**config.mk**
```make
export PLATFORM = sky130hd
export DESIGN_NAME = lsb_stego_extractor
export DESIGN_NICKNAME = d
export VERILOG_FILES = /design/src/rtl/lsb_stego_extractor.sv
export SDC_FILE = /design/constraint.sdc
export NUM_CORES = 1
export LEC_CHECK = 0
export BUFFER_PORTS_ARGS = -buffer_cell sky130_fd_sc_hd__buf_2
export CAP_MARGIN = 25
export CORE_UTILIZATION = 63
export DETAILED_ROUTE_END_ITERATION = 8
export GPL_TIMING_DRIVEN = 0
export PLACE_DENSITY = 0.95
export SKIP_CTS_REPAIR_TIMING = 1
export SYNTH_ARGS = -nofsm -noshare
export SYNTH_HDL_FRONTEND = slang
export SYNTH_SLANG_ARGS = --single-unit
export TNS_END_PERCENT = 10
```
**constraint.sdc**
```tcl
create_clock -name clk -period 4.6 [get_ports clk]
set_input_delay 0.46 -clock clk [delete_from_list [all_inputs] [get_ports clk]]
set_output_delay 0.46 -clock clk [all_outputs]
set_load 0.02 [all_outputs]
```
**src/rtl/lsb_stego_extractor.sv**
```systemverilog
// LSB steganography extractor: packs the low LSB_N bits of each carrier
// byte into message bytes, with optional in-band little-endian length header.
module lsb_stego_extractor #(
    parameter int LSB_N = 2,
    parameter int LEN_W = 16
) (
    input  logic             clk,
    input  logic             rst_n,
    input  logic             start,
    input  logic             hdr_mode,
    input  logic [LEN_W-1:0] msg_len,
    input  logic             in_valid,
    input  logic [7:0]       in_data,
    output logic             in_ready,
    output logic             out_valid,
    output logic [7:0]       out_data,
    input  logic             out_ready,
    output logic             busy,
    output logic             done
);

    localparam int K  = 8 / LSB_N;
    localparam int H  = LEN_W / 8;
    localparam int CW = $clog2(K) + 1;

    typedef enum logic [1:0] {
        IDLE,
        HDR,
        PAYLOAD,
        FIN
    } state_t;

    state_t           state;
    logic [7:0]       acc;
    logic [CW-1:0]    cnt;
    logic [LEN_W-1:0] byte_cnt;
    logic [LEN_W-1:0] len;

    logic             xfer;
    logic             byte_end;
    logic             out_acc;
    logic [15:0]      shifted;
    logic [7:0]       acc_nxt;
    logic [LEN_W-1:0] hdr_len;

    // Carrier is only taken while extracting and the output slot can drain.
    assign in_ready = (state == HDR || state == PAYLOAD)
                    && !(out_valid && !out_ready);
    assign xfer     = in_valid && in_ready;
    assign out_acc  = out_valid && out_ready;
    assign busy     = (state != IDLE);

    // New carrier bits enter at the top; the first carrier ends up at the LSBs.
    assign shifted  = {in_data, acc} >> LSB_N;
    assign acc_nxt  = shifted[7:0];
    assign byte_end = xfer && (cnt == CW'(K - 1));

    // Length register with the header byte currently completing merged in.
    always_comb begin
        hdr_len = len;
        for (int i = 0; i < H; i++) begin
            if (byte_cnt == LEN_W'(i)) begin
                hdr_len[8*i +: 8] = acc_nxt;
            end
        end
    end

    // Control FSM, packing accumulator, counters and output register.
    always_ff @(posedge clk or negedge rst_n) begin
        if (!rst_n) begin
            state     <= IDLE;
            acc       <= '0;
            cnt       <= '0;
            byte_cnt  <= '0;
            len       <= '0;
            out_valid <= 1'b0;
            out_data  <= '0;
            done      <= 1'b0;
        end else begin
            done <= 1'b0;

            if (out_acc) begin
                out_valid <= 1'b0;
            end

            if (xfer) begin
                acc <= acc_nxt;
                cnt <= byte_end ? '0 : cnt + 1'b1;
            end

            unique case (state)
                IDLE: begin
                    if (start) begin
                        cnt      <= '0;
                        byte_cnt <= '0;
                        if (hdr_mode) begin
                            len   <= '0;
                            state <= HDR;
                        end else if (msg_len == '0) begin
                            state <= FIN;
                        end else begin
                            len   <= msg_len;
                            state <= PAYLOAD;
                        end
                    end
                end
                HDR: begin
                    if (byte_end) begin
                        len <= hdr_len;
                        if (byte_cnt == LEN_W'(H - 1)) begin
                            byte_cnt <= '0;
                            state    <= (hdr_len == '0) ? FIN : PAYLOAD;
                        end else begin
                            byte_cnt <= byte_cnt + 1'b1;
                        end
                    end
                end
                PAYLOAD: begin
                    if (byte_end) begin
                        out_data  <= acc_nxt;
                        out_valid <= 1'b1;
                        byte_cnt  <= byte_cnt + 1'b1;
                        if (byte_cnt + 1'b1 == len) begin
                            state <= FIN;
                        end
                    end
                end
                FIN: begin
                    if (!out_valid || out_ready) begin
                        done  <= 1'b1;
                        state <= IDLE;
                    end
                end
                default: state <= IDLE;
            endcase
        end
    end

endmodule

```
# --- Word level (Yosys, flattened, before mapping) ---
# Index checks and enable logic that the tools add are counted.
totals:
  memories: 0
  register_bits: 55
  latch_bits: 0
  ram_bits: 0
  rom_bits: 0
  out_inout_bits: 12
op_classes:
  n_reduce_logical: 21
  magnitude_cmp: 0
  div_mod_pow: 0
  n_eq_ne: 13
  shifts: 0
  n_mux: 31
  multipliers: 0
  bitwise: 0
  addsub: 2
op_table:
  columns: ["operator", "n"]
  rows:
  - ["16-bit two-way mux", 8]
  - ["16-bit zero test", 3]
  - ["16-bit case mux with 3 select lines", 1]
  - ["16-bit case mux with 2 select lines", 1]
  - ["16-bit by 1-bit adder with 16-bit output, second input constant", 1]
  - ["16-bit by 1-bit == test with 1-bit output, second input constant", 1]
  - ["16-bit == test", 1]
  - ["8-bit two-way mux", 2]
  - ["2-bit two-way mux", 7]
  - ["3-bit two-way mux", 4]
  - ["2-bit != test, second input constant", 4]
  - ["2-bit case mux with 4 select lines", 1]
  - ["4-bit AND reduction", 2]
  - ["1-bit two-way mux", 7]
  - ["6-bit AND reduction", 1]
  - ["1-bit logical AND", 5]
  - ["2-bit == test, second input constant", 2]
  - ["2-bit by 1-bit != test with 1-bit output, second input constant", 2]
  - ["2-bit nonzero test", 2]
  - ["3-bit by 1-bit adder with 3-bit output, second input constant", 1]
  - ["3-bit by 2-bit == test with 1-bit output, second input constant", 1]
  - ["1-bit zero test", 3]
  - ["3-bit != test, second input constant", 1]
  - ["3-bit nonzero test", 1]
  - ["4 further kinds", 5]

# --- Logic depth before layout (Yosys ltp) ---
logic_depth:
  ltp_word: 10
  mapped_depth: 10
  ltp_nobuf: 9

# --- Worst setup path after synthesis ---
# No wires, ideal clock.
synth_path:
  path_type: "register to register"
  from: "register byte_cnt[0]"
  to: "register state[0]"
  path_buffers: 0
  stages_incl_launch_ff: 8
  path_slack_ns: 1.836
  setup_ns: 0.079
  arrival_time_ns: 2.685
  period_less_slack_ns: 2.764
  t_required_ns: 4.521
  path_cell_list: "dfrtp_1 > ha_1 > and3_1 > nand4_1 > or4_1 > a2111o_1 > a2111oi_4 > mux2i_1"
synth_between:
  elab_chain_cells: 7
synth_rtl:
  columns: ["item", "line_no", "source"]
  rows:
  - ["start: declaration", "36", "logic [LEN_W-1:0] byte_cnt;"]
  - ["start signal: assignment", "114", "byte_cnt <= byte_cnt + 1'b1;"]
  - ["start signal: assignment", "122", "byte_cnt <= byte_cnt + 1'b1;"]
  - ["branches (longest 7 deep; another with 16-bit by 1-bit adder with 16-bit output)", null, null]
  - ["end signal: assignment", "112", "state <= (hdr_len == '0) ? FIN : PAYLOAD;"]
  - ["end: declaration", "33", "state_t state;"]
# Several ways; the timed one is not identified. The select of a mux whose other input is x is not followed.
# A chain may end at the register's enable or synchronous reset.

# --- Final worst setup path ---
layout_path:
  from: "register byte_cnt[0]"
  to: "register state[1]"
layout_between:
  elab_chain_cells: 4
layout_rtl:
  columns: ["item", "line_no", "source"]
  rows:
  - ["16-bit by 1-bit adder with 16-bit output", "123", "if (byte_cnt + 1'b1 == len) begin"]
  - ["16-bit == test", "123", null]
  - ["2-bit by 1-bit != test with 1-bit output (no source line)", null, null]
  - ["6-bit AND reduction (no source line) *", null, null]
# Mark *: on every way between the ends. The rest lies on a longest branch, timed or not.

==> impl_metrics.json <==
{
  "core-area_um2": 5140,
  "htree_levels": 2,
  "clk_latency_ns": 0.31,
  "initial_utilization_pct": 65.7,
  "hold_viol_final": 0,
  "whs_ns": 0.0242,
  "power_mw": 2.23,
  "drc": 0,
  "ys_warn_count": 0,
  "grt_max_degree": 42,
  "ys.flop_type": "dfrtp_1",
  "n_fill_cell": 392,
  "syn_to_final_growth_pct": 11.6,
  "status": "finished, final reports clean",
  "synth_compound_area_share_pct": 20.3,
  "startpoint_type": "flop",
  "synthSimpleGateAreaFrac_pct": 21.9,
  "hold_class": "input port to asynchronous set/reset pin",
  "drive_above_1_share_pct": 17.4,
  "synth_area_leaders": "dfrtp_1, nand2_1, mux2_2",
  "tightestPinTransition_ns": 0.622,
  "pwr-share-comb_pct": 50.2,
  "finalClockSkew_ns": 0.00719,
  "dp_cells": 471,
  "num_vias": 3221,
  "fmax_mhz": 310,
  "seq_area_frac_synth_pct": 39.3,
  "worstPathRequired_ns": 4.83,
  "drt_iter0_markers": 329,
  "p_seq_share_pct": 35.3,
  "netlist_area_um2": 3380,
  "critPathMaxFanout": 9,
  "grt_util_all_layers_pct": 33.9,
  "first_pass_iters": 5,
  "cts_made_buffers": 5,
  "io_buffer_count": 35,
  "clock_sinks": 53,
  "drt-total-wl_um": 8970,
  "power.switching_mw": 1.02,
  "dieArea_um2": 5660,
  "final_area_um2": 3770,
  "ir_worst_vdd_v": 0.000409,
  "cellPowerDensity_nw_per_um2": 591,
  "synth_top_family_by_area": "simple AND/OR/NAND/NOR gates",
  "cts_tree": "done",
  "ys_types": 52,
  "cts_buffer_depth": 2,
  "grt-ovfl-total": 0,
  "ys_ff_latch": 53,
  "io_pins": 42,
  "syn_inst": 365,
  "p_leak_nw": 1.64,
  "syn_nets": 404,
  "cap_violations": 0,
  "grt_pass1_wl_um": 14200,
  "gp_congestion": 0.911,
  "arrival_ns": 3.46,
  "wl_per_cell_um": 18.8,
  "rsz0062_at_grt": "false",
  "clock_power_share_pct": 14.5,
  "setup_violations": 0,
  "synth_xor_area_share_pct": 5.45,
  "detailed_place_hpwl_um": 6300,
  "synth_top_area_share_pct": 39.3,
  "die_w_um": 75.2,
  "timing.final.crit_period_ns": 3.23,
  "synthMuxAreaShare_pct": 5.56,
  "yosys.area.top_type": "dfrtp_1",
  "antenna_found_initial": 0,
  "rows": 26,
  "synth_adder_area_share_pct": 3.33,
  "intPower_mw": 1.20,
  "vias_per_cell": 6.74,
  "first_global_vias": 3115,
  "final_cell_mix": "nand2_1, dfrtp_1, buf_2",
  "instances_no_fill": 478,
  "layout.nets": 447,
  "cp-end-kind": "flop",
  "fin_tns_setup_ns": 0,
  "synth-edff-count": 0,
  "fp.dieH_um": 75.2,
  "final_antenna_net_count": 0,
  "synthArstFlopShare_pct": 100,
  "antenna_cells": 0,
  "postSynthAreaPerCell_um2": 9.25,
  "fin_crit_sh_pct": 70.2,
  "clkSlewWorstSetupHoldPaths_ns": 0.10,
  "criticalPathCategory": "flop to flop",
  "max_slew_margin_pct": 58.4,
  "root_buffer": "clkbuf_8",
  "dpl_cell_area_um2": 3660,
  "maxSlewViolCount": 0,
  "switching_share_pct": 46.0,
  "final_common_cell": "nand2_1"
}
[layer usage]
layer / up-vias / track usage (%) / share of wire, %
met5: - / 0 / 0
met4: 0 / 13.6 / 2.6
met3: 32 / 5.62 / 7.0
met2: 183 / 59.5 / 50
met1: 1552 / 41.8 / 40
li1: 1454 / - / -
[area by class of cell]
type | count | area (um2) | area share (%)
Inverter | 12 | 45.0 | 1.20
Sequential cell | 53 | 1330 | 35.2
Multi-Input combinational cell | 277 | 1910 | 50.7
Clock buffer | 5 | 68.8 | 1.83
Tap cell | 70 | 87.6 | 2.32
Buffer | 23 | 96.3 | 2.56
Clock inverter | 2 | 38.8 | 1.03
Timing Repair Buffer | 36 | 195 | 5.18
[flip-flops by register name, indices dropped and copies added, names as in the netlist]
register and cells:
state 2, done 1, cnt 3, byte_cnt 16, acc 6, len 16
out_data 8, out_valid 1
[cell families after synthesis]
kind of cell | count (synthesis)
xor gates and xnor gates | 21
muxes | 17
DFF | 53
buffers and inverters | 35
AOI/OAI and AO/OA | 92
adders and majority gates | 9
and+or+nand+nor | 138
[power groups by stage]
| stage | clock [mW] | sequential (mW) | combinational, mW |
|---|---|---|---|
| floorplan | 0 | 0.760 | 0.780 |
| global placement | 0 | 0.771 | 1.01 |
| detailed placement | 0 | 0.783 | 1.06 |
| CTS | 0.321 | 0.776 | 1.09 |
| global route | 0.336 | 0.799 | 1.20 |
| finish | 0.323 | 0.785 | 1.12 |
[through the flow]
stage	worst slack (ns)	util, %
floorplan	1.84	-
global placement	1.57	70.8
detailed placement	1.47	71.2
CTS	1.39	73.3
global route	1.27	73.3
finish	1.37	73.3
[worst max-delay path: stages (launching register included)]
cell and delay (ns):
dfrtp_1 0.57, ha_1 0.36, and3_1 0.25, nand4_1 0.23, or4_1 0.55, a2111o_1 0.48
a2111oi_4 0.43, mux2i_1 0.26
[Yosys cell counts, types with 3 or more instances]
library cell,count
nand2_1,63
dfrtp_1,53
o21ai_0,19
xnor2_1,17
a22oi_1,16
o221ai_1,16
clkbuf_1,15
mux2_2,14
nor2_1,13
inv_1,11
nor4_1,11
ha_1,9
nor3_1,9
buf_2,8
o31ai_1,8
a21oi_1,7
nand3_1,7
and3_1,5
a31oi_1,4
o41ai_1,4
xor2_1,4
and2_1,3
and4_1,3
mux2i_1,3
nand2b_1,3
nand4_1,3
nand4_4,3
nor2b_1,3
[final timing paths]
check,from,end,slack [ns],depth (start not counted)
worst min register to register,out_data[5],out_data[5],0.52,1
worst min-delay path,rst_n,byte_cnt[5],0.02,1
max in group asynchronous,rst_n,len[7],4.04,2
min in group clk,start,cnt[1],0.37,2
worst max register to register,byte_cnt[0],state[1],1.37,7
worst max-delay path,byte_cnt[0],state[1],1.37,7
No activity file was read; power rests on OpenSTA's default activity.
